===== config.mk =====
export PLATFORM = sky130hd
export DESIGN_NAME = seq_divider
export DESIGN_NICKNAME = d
export VERILOG_FILES = /design/src/rtl/seq_divider.sv
export SDC_FILE = /design/constraint.sdc
export NUM_CORES = 1
export LEC_CHECK = 0
export BUFFER_PORTS_ARGS = -buffer_cell sky130_fd_sc_hd__clkbuf_2
export CAP_MARGIN = 0
export CORE_ASPECT_RATIO = 0.75
export CORE_MARGIN = 2
export CORE_UTILIZATION = 45
export DETAILED_ROUTE_END_ITERATION = 8
export MAX_ROUTING_LAYER = met4
export PLACE_DENSITY = 0.68
export SLEW_MARGIN = 5
export SYNTH_ARGS = -nofsm -noshare
export SYNTH_HDL_FRONTEND = slang
export SYNTH_SLANG_ARGS = --single-unit
export TNS_END_PERCENT = 1

===== constraint.sdc =====
create_clock -name clk -period 2.49 [get_ports clk]
set_input_delay 0.249 -clock clk [delete_from_list [all_inputs] [get_ports clk]]
set_output_delay 0.249 -clock clk [all_outputs]
set_load 0.05 [all_outputs]

===== src/rtl/seq_divider.sv =====
// Sequential unsigned divider: DW-bit dividend by VW-bit divisor, restoring
// shift-subtract, one quotient bit per clock with a start/busy/done handshake.
module seq_divider #(
  parameter int DW = 32,
  parameter int VW = 16
) (
  input  logic          clk,
  input  logic          rst_n,
  input  logic          start,
  input  logic [DW-1:0] a,
  input  logic [VW-1:0] b,
  output logic          busy,
  output logic          done,
  output logic [DW-1:0] quotient,
  output logic [VW-1:0] remainder,
  output logic          dbz
);

  localparam int CW = $clog2(DW);

  typedef enum logic [1:0] {IDLE, CALC, DONE} state_t;

  state_t        state;
  logic [CW-1:0] cnt;
  logic [VW:0]   rem_q;
  logic [DW-1:0] dvd_q;
  logic [VW-1:0] dvs_q;

  // One restoring step: bring in the next dividend bit, try to subtract the
  // divisor; the extra MSB of trial is the borrow that says "restore".
  logic [VW:0]   shifted;
  logic [VW+1:0] trial;
  logic          neg;
  logic [VW:0]   rem_next;
  logic [DW-1:0] dvd_next;

  always_comb begin
    shifted  = {rem_q[VW-1:0], dvd_q[DW-1]};
    trial    = {1'b0, shifted} - {2'b00, dvs_q};
    neg      = trial[VW+1];
    rem_next = neg ? shifted : trial[VW:0];
    dvd_next = {dvd_q[DW-2:0], ~neg};
  end

  always_ff @(posedge clk or negedge rst_n) begin
    if (!rst_n) begin
      state     <= IDLE;
      cnt       <= '0;
      rem_q     <= '0;
      dvd_q     <= '0;
      dvs_q     <= '0;
      busy      <= 1'b0;
      done      <= 1'b0;
      quotient  <= '0;
      remainder <= '0;
      dbz       <= 1'b0;
    end else begin
      unique case (state)
        IDLE: begin
          done <= 1'b0;
          if (start) begin
            dvd_q <= a;
            dvs_q <= b;
            rem_q <= '0;
            cnt   <= '0;
            if (b == '0) begin
              // No iterations: publish the saturated result straight away.
              quotient  <= '1;
              remainder <= a[VW-1:0];
              dbz       <= 1'b1;
              done      <= 1'b1;
              state     <= DONE;
            end else begin
              busy  <= 1'b1;
              state <= CALC;
            end
          end
        end
        CALC: begin
          rem_q <= rem_next;
          dvd_q <= dvd_next;
          cnt   <= cnt + 1'b1;
          if (cnt == CW'(DW-1)) begin
            // Remainder is always < divisor, so the top bit is zero here.
            quotient  <= dvd_next;
            remainder <= rem_next[VW-1:0];
            dbz       <= 1'b0;
            busy      <= 1'b0;
            done      <= 1'b1;
            state     <= DONE;
          end
        end
        DONE: begin
          done  <= 1'b0;
          state <= IDLE;
        end
        default: begin
          busy  <= 1'b0;
          done  <= 1'b0;
          state <= IDLE;
        end
      endcase
    end
  end

endmodule


# Word level (Yosys, flattened, before mapping)
# Cells that the tools add are included.
[word_totals]
regBits = 122
in_bits = 51
out_inout_bits = 51
wordCells = 59
[classes]
addsub = 2
n_eq_ne = 7
n_mux = 30
bitwise_logic = 2
reduce_logical = 8
[ops]
columns = ["op", "n"]
rows = [
  ["$mux 32", 4],
  ["$pmux 32 s2", 2],
  ["$mux 16", 5],
  ["$pmux 16 s2", 2],
  ["$sub 17x16->18", 1],
  ["$logic_not 16->1", 1],
  ["$pmux 5 s2", 1],
  ["$mux 1", 8],
  ["$ne 2x2->1 const B", 4],
  ["$reduce_and 4->1", 2],
  ["$mux 2", 3],
  ["$reduce_and 2->1", 3],
  ["$add 5x1->5 const B", 1],
  ["$eq 5x5->1 const B", 1],
  ["$mux 5", 1],
  ["$pmux 1 s2", 2],
  ["$pmux 2 s2", 1],
  ["$pmux 1 s3", 1],
  ["$eq 2x1->1 const B", 1],
  ["$eq 2x2->1 const B", 1],
  ["$logic_not 2->1", 1],
  ["$not 1->1", 2],
  ["$reduce_bool 2->1", 1],
]

# Logic depth before layout (Yosys ltp)
[logic_depth]
depth_word = 4
ltp_mapped = 11
mapped_depth_nobuf = 11

# Worst setup path before layout
# No wires, ideal clock.
[synth_path]
kind = "register to register"
startpoint = "register dvd_q[31]"
endpoint = "register remainder[12]"
setup_ns = 0.133
arrival_time_ns = 2.291
t_required_ns = 2.357
setup_slack_ns = 0.066
path_stages_with_launch = 12
path_buffers = 0
period_less_slack_ns = 2.424
cell_sequence = "dfrtp_1 -> inv_1 -> ha_1 -> inv_1 -> fa_1 -> a211oi_1 -> nor2_1 -> o31ai_2 -> a31oi_1 -> o311ai_0 -> mux2_4 -> a21oi_1"
[synth_via]
elab_chain_len = 4
[synth_lines]
columns = ["item", "line", "source"]
rows = [
  ["start, declared", "26", "logic [DW-1:0] dvd_q;"],
  ["start signal, assigned", "81", "dvd_q <= dvd_next;"],
  ["$sub 17x16->18", "39", "trial = {1'b0, shifted} - {2'b00, dvs_q};"],
  ["$mux 16", "41", "rem_next = neg ? shifted : trial[VW:0];"],
  ["$mux 16", "83", "if (cnt == CW'(DW-1)) begin"],
  ["$pmux 16 s2", "58", "unique case (state)"],
  ["end signal, assigned", "69", "remainder <= a[VW-1:0];"],
  ["end signal, assigned", "86", "remainder <= rem_next[VW-1:0];"],
  ["end, declared", "15", "output logic [VW-1:0] remainder,"],
]
# Every way passes these cells. The select of a mux whose other input is x is not followed.
# A chain may end at the register's enable or synchronous reset.

# Final worst setup path
[layout_path]
startpoint = "register dvd_q[31]"
endpoint = "register rem_q[10]"
[layout_via]
elab_chain_len = 3
[layout_lines]
columns = ["item", "line", "source"]
rows = [
  ["$sub 17x16->18", "39", ""],
  ["$mux 16", "41", ""],
  ["$pmux 16 s2", "58", ""],
  ["end signal, assigned", "80", "rem_q <= rem_next;"],
  ["end, declared", "25", "logic [VW:0] rem_q;"],
]
# Every way passes these cells.

==> flow_metrics.tcl <==
set metrics [dict create \
    finClkSkew_ns 0.00889 \
    dp_hpwl_um 11500 \
    synth.distinct_cells 59 \
    rsz0062_at_grt "yes" \
    crit_buf_inv 4 \
    hold_path_class "primary input to flip-flop" \
    core_mm2 0.0130 \
    start_util_pct 46.1 \
    worst_slack_ns -0.0239 \
    crit_type "flip-flop to flip-flop" \
    seq_area_frac_synth_pct 51.1 \
    antenna_cells 0 \
    wl_um 16100 \
    tightest_slew_ns 0.970 \
    area_growth_syn_to_layout_pct 26.4 \
    gr-usage-all-layers_pct 24.2 \
    grt_max_degree 106 \
    synth-edff-count 0 \
    grt_pass1_wl_um 26000 \
    grt_pass1_vias 4898 \
    met3WireLength_um 1120 \
    p_leak_uw 0.00336 \
    vias 5256 \
    synth.top_cell.area_share_pct 51.1 \
    drc_errors 0 \
    power_uw 12900 \
    drt-initial-drc-count 359 \
    r2r_end "rem_q[10]$_DFFE_PN0P_" \
    reg2reg_slack_ns -0.02 \
    slew_violations 0 \
    setup_viol 2 \
    syn_area_per_cell_um2 9.26 \
    globalRouteOverflowTotal 0 \
    path_max_fanout 5 \
    cts_buffers 17 \
    dieArea_mm2 0.0142 \
    rows 36 \
    cp_top_family "compound AO/OA/AOI/OAI gates" \
    fp.dieW_um 137 \
    worstPathRequired_ns 2.75 \
    fin_tns_setup_ns -0.0461 \
    root_buffer "clkbuf_16" \
    arrival_ns 2.77 \
    clock_latency_ns 0.42 \
    routed_via_density 5.53 \
    io_pins 102 \
    whs_ns 0.0557 \
    path_cells "inv_1, ha_2, inv_1, fa_2, a211oi_2, nor2_1, o31ai_2, buf_4, a31oi_1, buf_4, xor2_1, mux2i_1, o21ai_1" \
    critPathMaxStageDelay_ns 0.38 \
    clock.fmax_ghz 0.398 \
    relSlewSlack_pct 35.3 \
    cp-start-kind "flip-flop" \
    synth_async_sr_flop_share_pct 100 \
    finalCriticalPeriod_ns 2.51 \
    ys_warn_count 0 \
    synth_seq_cells 122 \
    drv_cap 0 \
    critPathSlowestCell "dfrtp_1" \
    p_per_area_mw_per_mm2 1700 \
    h-tree-depth 4 \
    wl_met1_um 7880 \
    clk_pin_slew_ns 0.06 \
    hold_depth 3 \
    whs_endpoint "dvs_q[6]$_DFFE_PN0P_" \
    hp-start "b[6]" \
    cts_tree "done" \
    top_layer_used "met4" \
    reg2regPathDepth 13 \
    netlist_top_cells_area "dfrtp_1 51%, nand2_1 6.1%, nor2_1 4.9%, ha_1 3.8%, a21oi_1 3.6%" \
    die_h_um 104 \
    wl_per_cell_um 17.0 \
    status "complete, but fails checks" \
    cts_sinks 122 \
    cp-end-kind "flip-flop" \
    gp_congestion 0.901 \
    syn_nets 716 \
    ir_drop_v 0.000850 \
    io_buffers 101 \
    synth.largest_area_cell "dfrtp_1" \
    dr.pass1.iters 5 \
    ant_nets 0 \
    antenna_found_initial 0 \
    syn_area_mm2 0.00598 \
    rr_startpoint "dvd_q[31]$_DFFE_PN0P_" \
    dr_wl_met2_um 6940 \
    fin_nets 838 \
    finalHoldViolations 0 \
    ys.flop_type "dfrtp_1" \
    violations "negative setup slack" \
    fin_crit_sh_pct 101 \
    synth_cells 646 \
    fin_util_pct 58.3 \
    drive_gt1_share_pct 27.1 \
    cts_buffer_depth 2 \
    fillCellCount 1126 \
]
-- worst min-delay path, delay by kind of cell --
family / cells / cell delay [ns]
AND/OR/NAND/NOR: 1 / 0.04
buffers and inverters: 1 / 0.09
AO/OA/AOI/OAI: 1 / 0.06
-- repair_timing --
item | in CTS | in global routing
hold buffers | 1 | 0
gates resized for setup | 7 | 10
buffers inserted | 1 | 0
setup endpoints to repair | 10 | 48
endpoints found under the hold margin | 45 | 0
pin swaps | 1 | 1
-- layer usage --
metal / vias up / track usage (%)
li1: 2528 / -
met1: 2532 / 36.7
met2: 175 / 32.1
met3: 21 / 5.92
met4: 0 / 6.55
met5: - / -
-- final cells by class --
| class | count | area (µm²) | share of cell area [%] |
|---|---|---|---|
| Timing Repair Buffer | 143 | 851 | 11.3 |
| Multi-Input combinational cell | 461 | 2750 | 36.3 |
| Inverter | 23 | 86.3 | 1.14 |
| Tap cell | 171 | 214 | 2.83 |
| Sequential cell | 122 | 3050 | 40.4 |
| Clock buffer | 20 | 467 | 6.17 |
| Clock inverter | 11 | 145 | 1.92 |
-- layout by cell type (no fill, tap or decap), types with 8 or more instances in the layout --
cell type / count
a21oi_1: 40
a31oi_1: 34
buf_4: 40
clkbuf_16: 17
clkbuf_2: 100
dfrtp_1: 122
ha_1: 15
inv_1: 22
mux2i_1: 8
nand2_1: 97
nand3_1: 18
nor2_1: 77
o21ai_0: 42
o21ai_1: 10
o22a_1: 15
-- power by group --
group          total [µW]  switching, µW  internal [µW]
Sequential           3400            561           2840
Clock                2540            894           1640
Combinational        6940           4260           2690
Total               12900           5710           7160
-- state kept, by name, summed over array words and instances (netlist names) --
signal / cells
dvd_q: 32
quotient: 32
dvs_q: 16
rem_q: 16
remainder: 16
cnt: 5
state: 2
busy: 1
dbz: 1
done: 1
-- how the worst max path moves through the flow --
| stage | from | to | slack (ns) | depth (start not counted) |
|---|---|---|---|---|
| 6_report | dvd_q[31]$_DFFE_PN0P_ | rem_q[10]$_DFFE_PN0P_ | -0.02 | 13 |
| 3_5_place_dp | dvd_q[31]$_DFFE_PN0P_ | rem_q[12]$_DFFE_PN0P_ | -0.13 | 12 |
| 5_1_grt | dvd_q[31]$_DFFE_PN0P_ | rem_q[10]$_DFFE_PN0P_ | -0.16 | 13 |
| 3_3_place_gp | dvd_q[31]$_DFFE_PN0P_ | rem_q[12]$_DFFE_PN0P_ | -0.03 | 12 |
| 4_1_cts | dvd_q[31]$_DFFE_PN0P_ | rem_q[10]$_DFFE_PN0P_ | 0.006 | 13 |
| 2_1_floorplan | dvd_q[31]$_DFFE_PN0P_ | remainder[12]$_DFFE_PN0P_ | 0.07 | 11 |
-- synth_stat cells, types with 2 or more instances --
cell type / number
dfrtp_1: 122
buf_2: 6
a21oi_1: 43
buf_6: 2
o21a_1: 7
a211oi_1: 5
nand3_1: 18
a31o_2: 2
a21boi_0: 3
a21o_1: 3
o21ai_1: 9
xor2_1: 6
o31ai_1: 2
ha_1: 18
a211o_1: 2
and3_1: 4
nor2_1: 78
o31a_1: 2
nor3_1: 4
or2_2: 4
nor4_1: 4
or3_1: 6
a221oi_1: 2
o22ai_1: 7
nand2_1: 97
inv_1: 22
nor2b_1: 2
mux2i_1: 12
o22a_1: 15
mux2_4: 2
or3b_2: 2
nand4_1: 2
or4_1: 2
clkbuf_1: 31
a31oi_1: 34
o21ai_0: 43
-- kinds of logic after synthesis --
kind of cell               Yosys count  synth area share, %
AOI/OAI and AO/OA                  190                 20.0
xor gates and xnor gates             7                 1.03
adders and majority gates           19                 4.10
buffers and inverters               63                 4.33
DFF                                122                 51.1
muxes                               15                 2.70
and+or+nand+nor                    230                 16.8
-- stage by stage --
stage / cells / worst slack, ns / instance area (µm²)
final: 951 / -0.0239 / 7560
after floorplan: 646 / 0.0663 / 5980
after CTS: 951 / 0.00614 / 7530
after detailed placement: 918 / -0.126 / 6870
after global placement: 918 / -0.0319 / 6870
after global routing: 951 / -0.163 / 7560
Note: power is estimated with default switching activity, not from simulation.
